$ cat config.mk
export PLATFORM = sky130hd
export DESIGN_NAME = key_decoder
export DESIGN_NICKNAME = d
export VERILOG_FILES = /design/src/rtl/game_pkg.sv /design/src/rtl/scan_parser.sv /design/src/rtl/key_decoder.sv
export SDC_FILE = /design/constraint.sdc
export NUM_CORES = 1
export LEC_CHECK = 0
export CAP_MARGIN = 25
export CORE_UTILIZATION = 54
export DETAILED_ROUTE_END_ITERATION = 8
export PLACE_DENSITY = 0.73
export SLEW_MARGIN = 25
export SYNTH_ARGS = -nofsm -noshare
export SYNTH_HDL_FRONTEND = slang
export SYNTH_HIERARCHICAL = 1
export SYNTH_SLANG_ARGS = --single-unit
$ cat constraint.sdc
create_clock -name clk -period 3.2 [get_ports clk]
set_clock_uncertainty 0.15 [all_clocks]
set_input_delay 0.48 -clock clk [delete_from_list [all_inputs] [get_ports clk]]
set_output_delay 0.48 -clock clk [all_outputs]
set_load 0.02 [all_outputs]
$ cat src/rtl/game_pkg.sv
// Shared scan-code constants, controller-byte list, parser states and key-state bundle
// for the PS/2 key decoder.
package game_pkg;
  localparam logic [7:0] SC_EXT   = 8'hE0;
  localparam logic [7:0] SC_BRK   = 8'hF0;
  localparam logic [7:0] SC_A     = 8'h1C;
  localparam logic [7:0] SC_D     = 8'h23;
  localparam logic [7:0] SC_W     = 8'h1D;
  localparam logic [7:0] SC_S     = 8'h1B;
  localparam logic [7:0] SC_ARR_L = 8'h6B;
  localparam logic [7:0] SC_ARR_R = 8'h74;
  localparam logic [7:0] SC_ARR_U = 8'h75;
  localparam logic [7:0] SC_ARR_D = 8'h72;

  // Keyboard controller responses; never part of a make/break sequence.
  localparam int NUM_CTRL = 5;
  localparam logic [NUM_CTRL-1:0][7:0] SC_CTRL = {8'hAA, 8'hFA, 8'hFE, 8'hEE, 8'hE1};

  localparam logic DIR_LEFT  = 1'b0;
  localparam logic DIR_RIGHT = 1'b1;

  typedef enum logic [1:0] {
    ST_IDLE    = 2'd0,
    ST_EXT     = 2'd1,
    ST_BRK     = 2'd2,
    ST_EXT_BRK = 2'd3
  } parse_state_e;

  typedef struct packed {
    logic [1:0] left;
    logic [1:0] right;
    logic [1:0] jump;
    logic [1:0] stay;
  } keys_t;

  function automatic logic is_ctrl_byte(input logic [7:0] b);
    logic hit;
    hit = 1'b0;
    for (int i = 0; i < NUM_CTRL; i++)
      if (b == SC_CTRL[i]) hit = 1'b1;
    return hit;
  endfunction
endpackage

$ cat src/rtl/scan_parser.sv
// Set-2 scan-code sequence parser: tracks E0/F0 prefixes, abandons stale prefixes
// after TIMEOUT_CYCLES idle clocks, and flags each completed make/break.
module scan_parser
  import game_pkg::*;
#(
  parameter int TIMEOUT_CYCLES = 1_000_000
) (
  input  logic       clk,
  input  logic       rst,
  input  logic [7:0] scan_code,
  input  logic       scan_valid,
  output logic       evt_valid,
  output logic [7:0] evt_code,
  output logic       evt_ext,
  output logic       evt_brk
);
  localparam int CW = (TIMEOUT_CYCLES > 1) ? $clog2(TIMEOUT_CYCLES) : 1;
  localparam logic [CW-1:0] TMAX = CW'(TIMEOUT_CYCLES - 1);

  parse_state_e  state_q;
  logic [CW-1:0] cnt_q;
  logic          ctrl;

  assign ctrl     = is_ctrl_byte(scan_code);
  assign evt_code = scan_code;
  assign evt_ext  = (state_q == ST_EXT) || (state_q == ST_EXT_BRK);
  assign evt_brk  = (state_q == ST_BRK) || (state_q == ST_EXT_BRK);

  // Events are decoded from the current state so the key registers update on the
  // same edge that samples the final byte.
  always_comb begin
    evt_valid = 1'b0;
    if (scan_valid && !ctrl) begin
      case (state_q)
        ST_IDLE, ST_EXT:     evt_valid = (scan_code != SC_EXT) && (scan_code != SC_BRK);
        ST_BRK, ST_EXT_BRK:  evt_valid = (scan_code != SC_BRK);
        default:             evt_valid = 1'b0;
      endcase
    end
  end

  always_ff @(posedge clk or posedge rst) begin
    if (rst) begin
      state_q <= ST_IDLE;
      cnt_q   <= '0;
    end else if (scan_valid) begin
      cnt_q <= '0;
      if (!ctrl) begin
        case (state_q)
          ST_IDLE: begin
            if (scan_code == SC_EXT)      state_q <= ST_EXT;
            else if (scan_code == SC_BRK) state_q <= ST_BRK;
          end
          ST_EXT: begin
            if (scan_code == SC_BRK)      state_q <= ST_EXT_BRK;
            else if (scan_code != SC_EXT) state_q <= ST_IDLE;
          end
          ST_BRK, ST_EXT_BRK: begin
            if (scan_code != SC_BRK)      state_q <= ST_IDLE;
          end
          default: state_q <= ST_IDLE;
        endcase
      end
    end else if (state_q != ST_IDLE) begin
      if (cnt_q == TMAX) state_q <= ST_IDLE;
      else               cnt_q   <= cnt_q + 1'b1;
    end
  end
endmodule

$ cat src/rtl/key_decoder.sv
// PS/2 set-2 key decoder: held left/right/jump/stay vectors (bit0 letter, bit1 arrow).
// Optional KEY_ANTIGHOST_EN lets only the most recent horizontal direction through.
module key_decoder
  import game_pkg::*;
#(
  parameter int TIMEOUT_CYCLES = 1_000_000
) (
  input  logic       clk,
  input  logic       rst,
  input  logic [7:0] scan_code,
  input  logic       scan_valid,
  output logic [1:0] left,
  output logic [1:0] right,
  output logic [1:0] jump,
  output logic [1:0] stay
);
  logic       evt_valid, evt_ext, evt_brk;
  logic [7:0] evt_code;
  keys_t      keys_q, keys_d;
  logic       mk_left, mk_right;

  scan_parser #(.TIMEOUT_CYCLES(TIMEOUT_CYCLES)) u_parser (
    .clk       (clk),
    .rst       (rst),
    .scan_code (scan_code),
    .scan_valid(scan_valid),
    .evt_valid (evt_valid),
    .evt_code  (evt_code),
    .evt_ext   (evt_ext),
    .evt_brk   (evt_brk)
  );

  // Plain and extended codes are separate keys; unmapped codes leave keys_d alone.
  always_comb begin
    keys_d   = keys_q;
    mk_left  = 1'b0;
    mk_right = 1'b0;
    if (evt_valid) begin
      case ({evt_ext, evt_code})
        {1'b0, SC_A}:     begin keys_d.left[0]  = !evt_brk; mk_left  = !evt_brk; end
        {1'b1, SC_ARR_L}: begin keys_d.left[1]  = !evt_brk; mk_left  = !evt_brk; end
        {1'b0, SC_D}:     begin keys_d.right[0] = !evt_brk; mk_right = !evt_brk; end
        {1'b1, SC_ARR_R}: begin keys_d.right[1] = !evt_brk; mk_right = !evt_brk; end
        {1'b0, SC_W}:     keys_d.jump[0] = !evt_brk;
        {1'b1, SC_ARR_U}: keys_d.jump[1] = !evt_brk;
        {1'b0, SC_S}:     keys_d.stay[0] = !evt_brk;
        {1'b1, SC_ARR_D}: keys_d.stay[1] = !evt_brk;
        default: ;
      endcase
    end
  end

  always_ff @(posedge clk or posedge rst) begin
    if (rst) keys_q <= '0;
    else     keys_q <= keys_d;
  end

`ifdef KEY_ANTIGHOST_EN
  logic  dir_q, dir_d;
  keys_t out_q, out_d;

  always_comb begin
    dir_d = dir_q;
    if (mk_left)       dir_d = DIR_LEFT;
    else if (mk_right) dir_d = DIR_RIGHT;
    out_d = keys_d;
    if ((keys_d.left != 2'b00) && (keys_d.right != 2'b00)) begin
      if (dir_d == DIR_LEFT) out_d.right = 2'b00;
      else                   out_d.left  = 2'b00;
    end
  end

  always_ff @(posedge clk or posedge rst) begin
    if (rst) begin
      dir_q <= DIR_RIGHT;
      out_q <= '0;
    end else begin
      dir_q <= dir_d;
      out_q <= out_d;
    end
  end

  assign left  = out_q.left;
  assign right = out_q.right;
  assign jump  = out_q.jump;
  assign stay  = out_q.stay;
`else
  logic unused_mk;
  assign unused_mk = mk_left ^ mk_right;
  assign left  = keys_q.left;
  assign right = keys_q.right;
  assign jump  = keys_q.jump;
  assign stay  = keys_q.stay;
`endif
endmodule

==> results of run 1 <==
## cells in the mapped netlist, types with 3 or more instances
cell | instances | area [µm²]
or3_1 | 3 | 18.77
nor4_1 | 4 | 25.02
o21ai_0 | 4 | 20.02
a21oi_1 | 6 | 30.03
nand2b_1 | 4 | 25.02
xnor2_1 | 3 | 26.28
nor2_1 | 19 | 71.32
nand4_1 | 4 | 25.02
clkbuf_1 | 5 | 18.77
buf_4 | 10 | 75.07
nor2b_1 | 3 | 18.77
nand2_1 | 14 | 52.55
and4b_1 | 3 | 30.03
inv_1 | 12 | 45.04
mux2i_1 | 7 | 70.07
nor3_1 | 7 | 35.03
dfrtp_1 | 30 | 750.7
nand3_1 | 9 | 45.04
xor2_1 | 11 | 96.34
## final timing paths
path	end	slack [ns]	depth (start not counted)
worst max-delay path	left[1]$_DFFE_PP0P_	0.56	8
worst min-delay path	left[0]$_DFFE_PP0P_	0.28	2
worst max register to register	u_parser/cnt_q[18]$_DFFE_PP0P_	1.00	5
worst min register to register	jump[0]$_DFFE_PP0P_	0.38	2
max in group asynchronous	u_parser/state_q[0]$_DFFE_PP0P_	1.87	2
min in group clk	jump[0]$_DFFE_PP0P_	0.38	2
## critical path: stages
cell and delay [ns]:
clkdlybuf4s50_1 0.53, nor3_1 0.32, a21oi_1 0.11, o311ai_0 0.51
a21oi_1 0.19, nand4b_4 0.17, and4bb_2 0.26, mux2i_1 0.12
## through the flow
step / worst slack (ns) / hold WS, ns / total power [W] / area [µm²]
finish: 0.5550 / 0.2781 / 0.0007282 / 2111
detailed placement: 0.2394 / 0.3648 / 0.0005045 / 2051
CTS: 0.6075 / 0.2787 / 0.0007372 / 2111
global route: 0.3978 / 0.2945 / 0.0007679 / 2111
floorplan: 0.7896 / 0.1457 / 0.0004765 / 1858
global placement: 0.3387 / 0.3394 / 0.0004981 / 2051
## per-layer routing
metal / GRT usage, % / wire (µm) / vias to the layer above / share of wire, %
met4: 9.091 / 27 / 0 / 0.76
met1: 25.71 / 1545 / 712 / 43
met2: 41.13 / 1873 / 26 / 52
li1: - / - / 720 / -
met3: 5.330 / 122 / 4 / 3.4
met5: 0 / 0 / - / 0
## sequential cells by signal, indices dropped and copies added (netlist names)
| signal | count |
|---|---|
| right | 2 |
| u_parser/cnt_q | 20 |
| left | 2 |
| stay | 2 |
| u_parser/state_q | 2 |
| jump | 2 |
## cells by family after synthesis
kind of cell    share of synthesized area, %
buf+inv                                8.215
flops                                  40.40
simple gates                           31.45
mux                                    5.589
compound gates                         7.071
xor+xnor                               6.599
fa+ha+maj                             0.6733
## final cells by class
class                   count  area (µm²)
clock buffers               7       55.05
clock inverters             1       5.005
fillers                   282        1042
inverters                  12       45.04
multi-input cells         138       954.7
flip-flops and latches     30       750.7
well taps                  44       55.05
repair buffers             25       245.2
## power breakdown
part / internal, W / switching [W]
clock: 0.000106 / 0.000125
sequential: 0.000388 / 0.0000160
combinational: 0.0000422 / 0.0000508
==> qor.csv, run 1 <==
metric;value;unit
Synth warnings;6;
vias in the first global route;1424;
WL final;3568;µm
Critical Path Source;scan_code[1];
flops & latches, synth;30;
Setup CP Type;input port to flop;
fin crit share;82.65;%
# resized after CTS;0;
RSZ-0062 raised after global routing;no;
Hold WC Path Type;input port to asynchronous set/reset pin;
post-route ant nets;0;
number of enable flip-flop cells after synthesis;0;
die height;60.66;µm
ys async rst share;100.0;%
Core Util, Final;66.94;%
Synth-to-Final Area Change;13.60;%
initial antenna violation count;0;
pwr/cell area;345.0;mW/mm²
RR Startpoint;u_parser/state_q[1]$_DFFE_PP0P_;
Main synth FF type;dfrtp_1;
Period minus WS final;2.645;ns
Starting Density;58.93;%
I/O Buffers;18;
WL/cell;13.88;µm
Synth Cell Area;0.001858;mm²
Max-cap violations;0;
Total Nets Final;224;
Post-CTS Setup Repair Bufs;0;
Fin. Hold Viols;0;
Via density;5.689;
Final Non-Filler Cells;257;
Max rail drop VDD;0.0002286;V
diode count;0;
Die ar.;0.003680;mm²
layout cells sized above 1;11.27;%
clock slew at reported path FFs;0.09;ns
GP Congestion;0.8583;
Worst slew margin;43.93;%
Fmax;378.1;MHz
actual slew at the worst max-slew pin;0.8402;ns
DRC Markers;0;
crit-path max FO;9;
Slew Limit Fails;0;
gr usage total;22.72;%
CTS tree;done;
Seq/Total Area, Yosys;40.40;%
Req. time, crit path;3.23;ns
largest net degree at the start of global routing;31;
Worst setup EP type;flop;
total CTS buffers;5;
CTS max path bufs;2;
Mapped Nets;210;
crit path launch type;input port;
die width;60.66;µm
DRT Pass-1 Iters;4;
core box area;0.003153;mm²
leak pwr;0.9188;nW
1st-iter DRT viols;103;
global-route wire length before repair;6147;µm
post-DP HPWL;2612;µm
Root Driver;clkbuf_4;
CTS hold repair buffers;0;
Post-Syn Area per Cell;9.384;µm²
setup TNS;0;ns
row cnt;20;
outcome;completed;
critical path arrival;2.67;ns
grt total ovfl;0;
CTS Sinks;30;
Inst Count DP;249;
most common cell after layout, fill and taps aside;dfrtp_1;
Ports;19;
Setup Viol. Count Final;0;
# H-tree levels;2;
Synth cell types;49;
most frequent cells in the layout;30 x dfrtp_1, 19 x nor2_1, 18 x clkdlybuf4s50_1, 14 x nand2_1, 12 x inv_1;
via count;1462;
Post-Synthesis Cells;198;
worst-skew pair later-pin latency;0.32;ns
(Power assumes the default switching activity.)
==> run 2: changes to the inputs <==
==> constraint.sdc (replaced) <==
create_clock -name clk -period 2.58 [get_ports clk]
set_clock_uncertainty 0.15 [all_clocks]
set_input_delay 0.387 -clock clk [delete_from_list [all_inputs] [get_ports clk]]
set_output_delay 0.387 -clock clk [all_outputs]
set_load 0.02 [all_outputs]
==> qor.csv, run 2 (same netlist as run 1, synthesis figures left out) <==
metric;value;unit
DRT Pass-1 Iters;5;
# resized after CTS;0;
Core Util, Final;69.33;%
Crit path max-delay family;compound AO/OA/AOI/OAI gates;
most frequent cells in the layout;30 x dfrtp_1, 19 x nor2_1, 18 x clkdlybuf4s50_1, 18 x buf_4, 14 x nand2_1;
post-route ant nets;0;
Design Area, Final;0.002186;mm²
leak pwr;0.9672;nW
Worst slew margin;69.05;%
Starting Density;58.93;%
via count;1509;
R2R cell count;7;
Max-cap violations;0;
vias in the first global route;1477;
gr usage total;23.19;%
worst-skew pair later-pin latency;0.32;ns
Worst setup EP type;flop;
pre-CTS WS;-0.08064;ns
grt total ovfl;0;
RSZ-0062 raised after global routing;no;
Most flops, register;u_parser/cnt_q;
# H-tree levels;2;
DRC Markers;0;
Fmax;416.2;MHz
CTS tree;done;
largest net degree at the start of global routing;23;
Req. time, crit path;2.63;ns
Power Total;0.0008800;W
Die ar.;0.003680;mm²
setup ws final;0.1775;ns
Hold WC Path Type;input port to asynchronous set/reset pin;
initial antenna violation count;0;
GP Congestion;0.8562;
critical path cell sequence;clkdlybuf4s50_1 -> nor3_1 -> a21oi_1 -> o311ai_0 -> a21oi_1 -> nand4b_4 -> and4bb_2 -> mux2i_1;
I/O Buffers;18;
1st-iter DRT viols;35;
critical path's most frequent cell;a21oi_1;
Root Driver;clkbuf_4;
Total Nets Final;236;
Setup Viol. Count Final;0;
critical path arrival;2.45;ns
clock slew at reported path FFs;0.09;ns
crit-path max FO;4;
post-DP HPWL;2809;µm
Placed Instance Area;0.002141;mm²
CTS Sinks;30;
Crit path depth;8;
total CTS buffers;5;
outcome;completed;
layout cells sized above 1;15.18;%
crit path launch type;input port;
Crit path buffers/inverters;1;
die width;60.66;µm
Post-CTS Setup Repair Bufs;0;
Largest register FFs;20;
pwr/cell area;402.6;mW/mm²
WL/cell;13.75;µm
CP max stage delay;0.47;ns
core box area;0.003153;mm²
Period minus WS final;2.403;ns
worst hold margin;0.1697;ns
actual slew at the worst max-slew pin;0.4585;ns
die height;60.66;µm
most common cell after layout, fill and taps aside;dfrtp_1;
Max rail drop VDD;0.0002287;V
Setup CP Type;input port to flop;
row cnt;20;
Synth-to-Final Area Change;17.64;%
CTS hold repair buffers;0;
Slew Limit Fails;0;
FF-to-FF setup slack;0.40;ns
Fin. Hold Viols;0;
fin crit share;93.12;%
CTS max path bufs;2;
diode count;0;
WL final;3685;µm
Ports;19;
global-route wire length before repair;6251;µm
slowest CP cell;clkdlybuf4s50_1;
Via density;5.631;
==> run 2: cell count changes in the layout (fill, tap and decap cells not counted), sizes merged <==
cell / delta
buf: +12
clkinv: -1
==> run 2: where the power goes <==
| group | switching (W) | internal [W] |
|---|---|---|
| Clock | 0.000147 | 0.000103 |
| Combinational | 0.0000718 | 0.0000642 |
| Sequential | 0.0000136 | 0.000481 |
| Total | 0.000232 | 0.000648 |
==> run 2: routing by layer <==
metal | GRT usage, % | part of all wire, % | wire length, µm
met5 | 0 | 0 | 0
met4 | 9.091 | 0.49 | 18
met3 | 6.610 | 4.3 | 158
met2 | 39.56 | 50 | 1854
met1 | 27.68 | 45 | 1653
==> run 2: metrics by stage <==
step                      instances    TNS, ns
after floorplan                 198          0
after global placement          261  -0.006586
after detailed placement        261    -0.4773
after CTS                       268          0
after global routing            268          0
final                           268          0
==> run 2: layout make-up <==
cell class | count | area [µm²]
fill | 264 | 967.2
multi-input combinational | 138 | 954.7
sequential | 30 | 750.7
timing repair buffer | 37 | 335.3
tap | 44 | 55.05
clock buffer | 7 | 45.04
inverter | 12 | 45.04
==> run 2: worst paths after layout <==
path / from / endpoint
setup reg to reg: u_parser/cnt_q[0]$_DFFE_PP0P_ / u_parser/cnt_q[0]$_DFFE_PP0P_
hold reg to reg: left[1]$_DFFE_PP0P_ / left[1]$_DFFE_PP0P_
setup / recovery: scan_code[1] / left[1]$_DFFE_PP0P_
min in group clk: left[1]$_DFFE_PP0P_ / left[1]$_DFFE_PP0P_
hold / removal: rst / jump[0]$_DFFE_PP0P_
max in group asynchronous: rst / u_parser/cnt_q[5]$_DFFE_PP0P_
==> run 3: changes to the inputs <==
--- a/config.mk
+++ b/config.mk
@@ -9,7 +9,7 @@
 export CORE_UTILIZATION = 54
 export DETAILED_ROUTE_END_ITERATION = 8
 export PLACE_DENSITY = 0.73
-export SLEW_MARGIN = 25
+export SLEW_MARGIN = 20
 export SYNTH_ARGS = -nofsm -noshare
 export SYNTH_HDL_FRONTEND = slang
 export SYNTH_HIERARCHICAL = 1
==> constraint.sdc (replaced) <==
create_clock -name clk -period 2.8 [get_ports clk]
set_clock_uncertainty 0.15 [all_clocks]
set_input_delay 0.42 -clock clk [delete_from_list [all_inputs] [get_ports clk]]
set_output_delay 0.42 -clock clk [all_outputs]
set_load 0.02 [all_outputs]
==> qor.csv, run 3 (same netlist as run 1, synthesis figures left out) <==
metric;value;unit
outcome;completed;
fin crit share;87.35;%
Root Driver;clkbuf_4;
gr usage total;23.73;%
Critical Path Source;scan_code[4];
setup TNS;0;ns
Total Nets Final;229;
largest net degree at the start of global routing;23;
die width;60.66;µm
Fin. Hold Viols;0;
I/O Buffers;18;
Die ar.;0.003680;mm²
R2R cell count;5;
DRT Pass-1 Iters;4;
total CTS buffers;5;
actual slew at the worst max-slew pin;0.8221;ns
r2r endpoint;jump[1]$_DFFE_PP0P_;
Design Area, Final;0.002136;mm²
die height;60.66;µm
# H-tree levels;2;
Setup Viol. Count Final;0;
critical path arrival;2.48;ns
# resized after CTS;0;
Ports;19;
Starting Density;58.93;%
leak pwr;0.9382;nW
crit-path max FO;5;
worst-skew pair later-pin latency;0.33;ns
Placed Instance Area;0.002076;mm²
clock slew at reported path FFs;0.09;ns
initial antenna violation count;0;
Setup CP Type;input port to flop;
CTS tree;done;
pwr/cell area;392.7;mW/mm²
Fmax;408.8;MHz
Via density;5.802;
diode count;0;
crit path launch type;input port;
vias in the first global route;1471;
Hold WC Path Type;input port to asynchronous set/reset pin;
GP Congestion;0.8634;
layout cells sized above 1;13.30;%
DRC Markers;0;
Post-CTS Setup Repair Bufs;0;
post-route ant nets;0;
setup ws final;0.3541;ns
Worst setup EP type;flop;
Period minus WS final;2.446;ns
CTS hold repair buffers;0;
pre-CTS WS;0.02502;ns
core box area;0.003153;mm²
CTS Sinks;30;
WL/cell;14.09;µm
Slew Limit Fails;0;
CTS max path bufs;2;
CP Capture Point;left[1]$_DFFE_PP0P_;
WL final;3691;µm
most common cell after layout, fill and taps aside;dfrtp_1;
Max rail drop VDD;0.0002154;V
grt total ovfl;0;
global-route wire length before repair;6437;µm
row cnt;20;
Most flops, register;u_parser/cnt_q;
Synth-to-Final Area Change;14.95;%
Req. time, crit path;2.83;ns
Core Util, Final;67.74;%
post-DP HPWL;2735;µm
via count;1520;
RR Startpoint;u_parser/state_q[1]$_DFFE_PP0P_;
most frequent cells in the layout;30 x dfrtp_1, 19 x nor2_1, 18 x clkdlybuf4s50_1, 14 x nand2_1;
Worst slew margin;45.14;%
Max-cap violations;0;
Largest register FFs;20;
RSZ-0062 raised after global routing;no;
1st-iter DRT viols;82;
FF-to-FF setup slack;0.58;ns
[run 3: cell count changes in the layout (fill, tap and decap cells not counted)]
cell / delta
buf_4: -6
buf_12: -1
clkbuf_1: -1
clkbuf_8: +1
clkinv_2: +1
[run 3: cell type report]
class	count	area [µm²]
timing repair buffer	30	270.3
multi-input combinational	138	954.7
clock inverter	1	5.005
sequential	30	750.7
fill	274	1017
tap	44	55.05
clock buffer	7	55.05
inverter	12	45.04
[run 3: stage by stage]
| step | hold slack [ns] | std cells | total power, W |
|---|---|---|---|
| CTS | 0.2004 | 262 | 0.0008512 |
| global route | 0.2543 | 262 | 0.0008763 |
| global placement | 0.3346 | 254 | 0.0005731 |
| detailed placement | 0.3327 | 254 | 0.0005790 |
| floorplan | 0.08566 | 198 | 0.0005446 |
| finish | 0.2072 | 262 | 0.0008387 |
[run 3: worst min-delay path by stage]
stage	to	slack (ns)	cells after the start
2_1_floorplan	jump[0]$_DFFE_PP0P_	0.09	1
3_3_place_gp	stay[1]$_DFFE_PP0P_	0.33	2
3_5_place_dp	stay[1]$_DFFE_PP0P_	0.33	2
4_1_cts	right[0]$_DFFE_PP0P_	0.20	2
5_1_grt	jump[0]$_DFFE_PP0P_	0.25	2
6_report	jump[0]$_DFFE_PP0P_	0.21	2
[run 3: report_power, final]
group | internal, W | switching (W)
Sequential | 0.000443 | 0.0000183
Clock | 0.000122 | 0.000146
Combinational | 0.0000506 | 0.0000592
Total | 0.000615 | 0.000224
[run 3: metal layers]
layer  vias to the layer above  GRT usage (%)  share of wire, %
li1                        735              -                 -
met1                       745          28.63                44
met2                        33          40.35                50
met3                         7          5.117               3.4
met4                         0          11.36               1.7
met5                         -              0                 0
[run 3: critical path, cell delays in order]
cell,delay [ns]
clkdlybuf4s50_1,0.43
or3_1,0.41
a2111o_1,0.37
o311ai_0,0.14
a21oi_1,0.17
nand4b_4,0.16
and4bb_2,0.26
mux2i_1,0.11
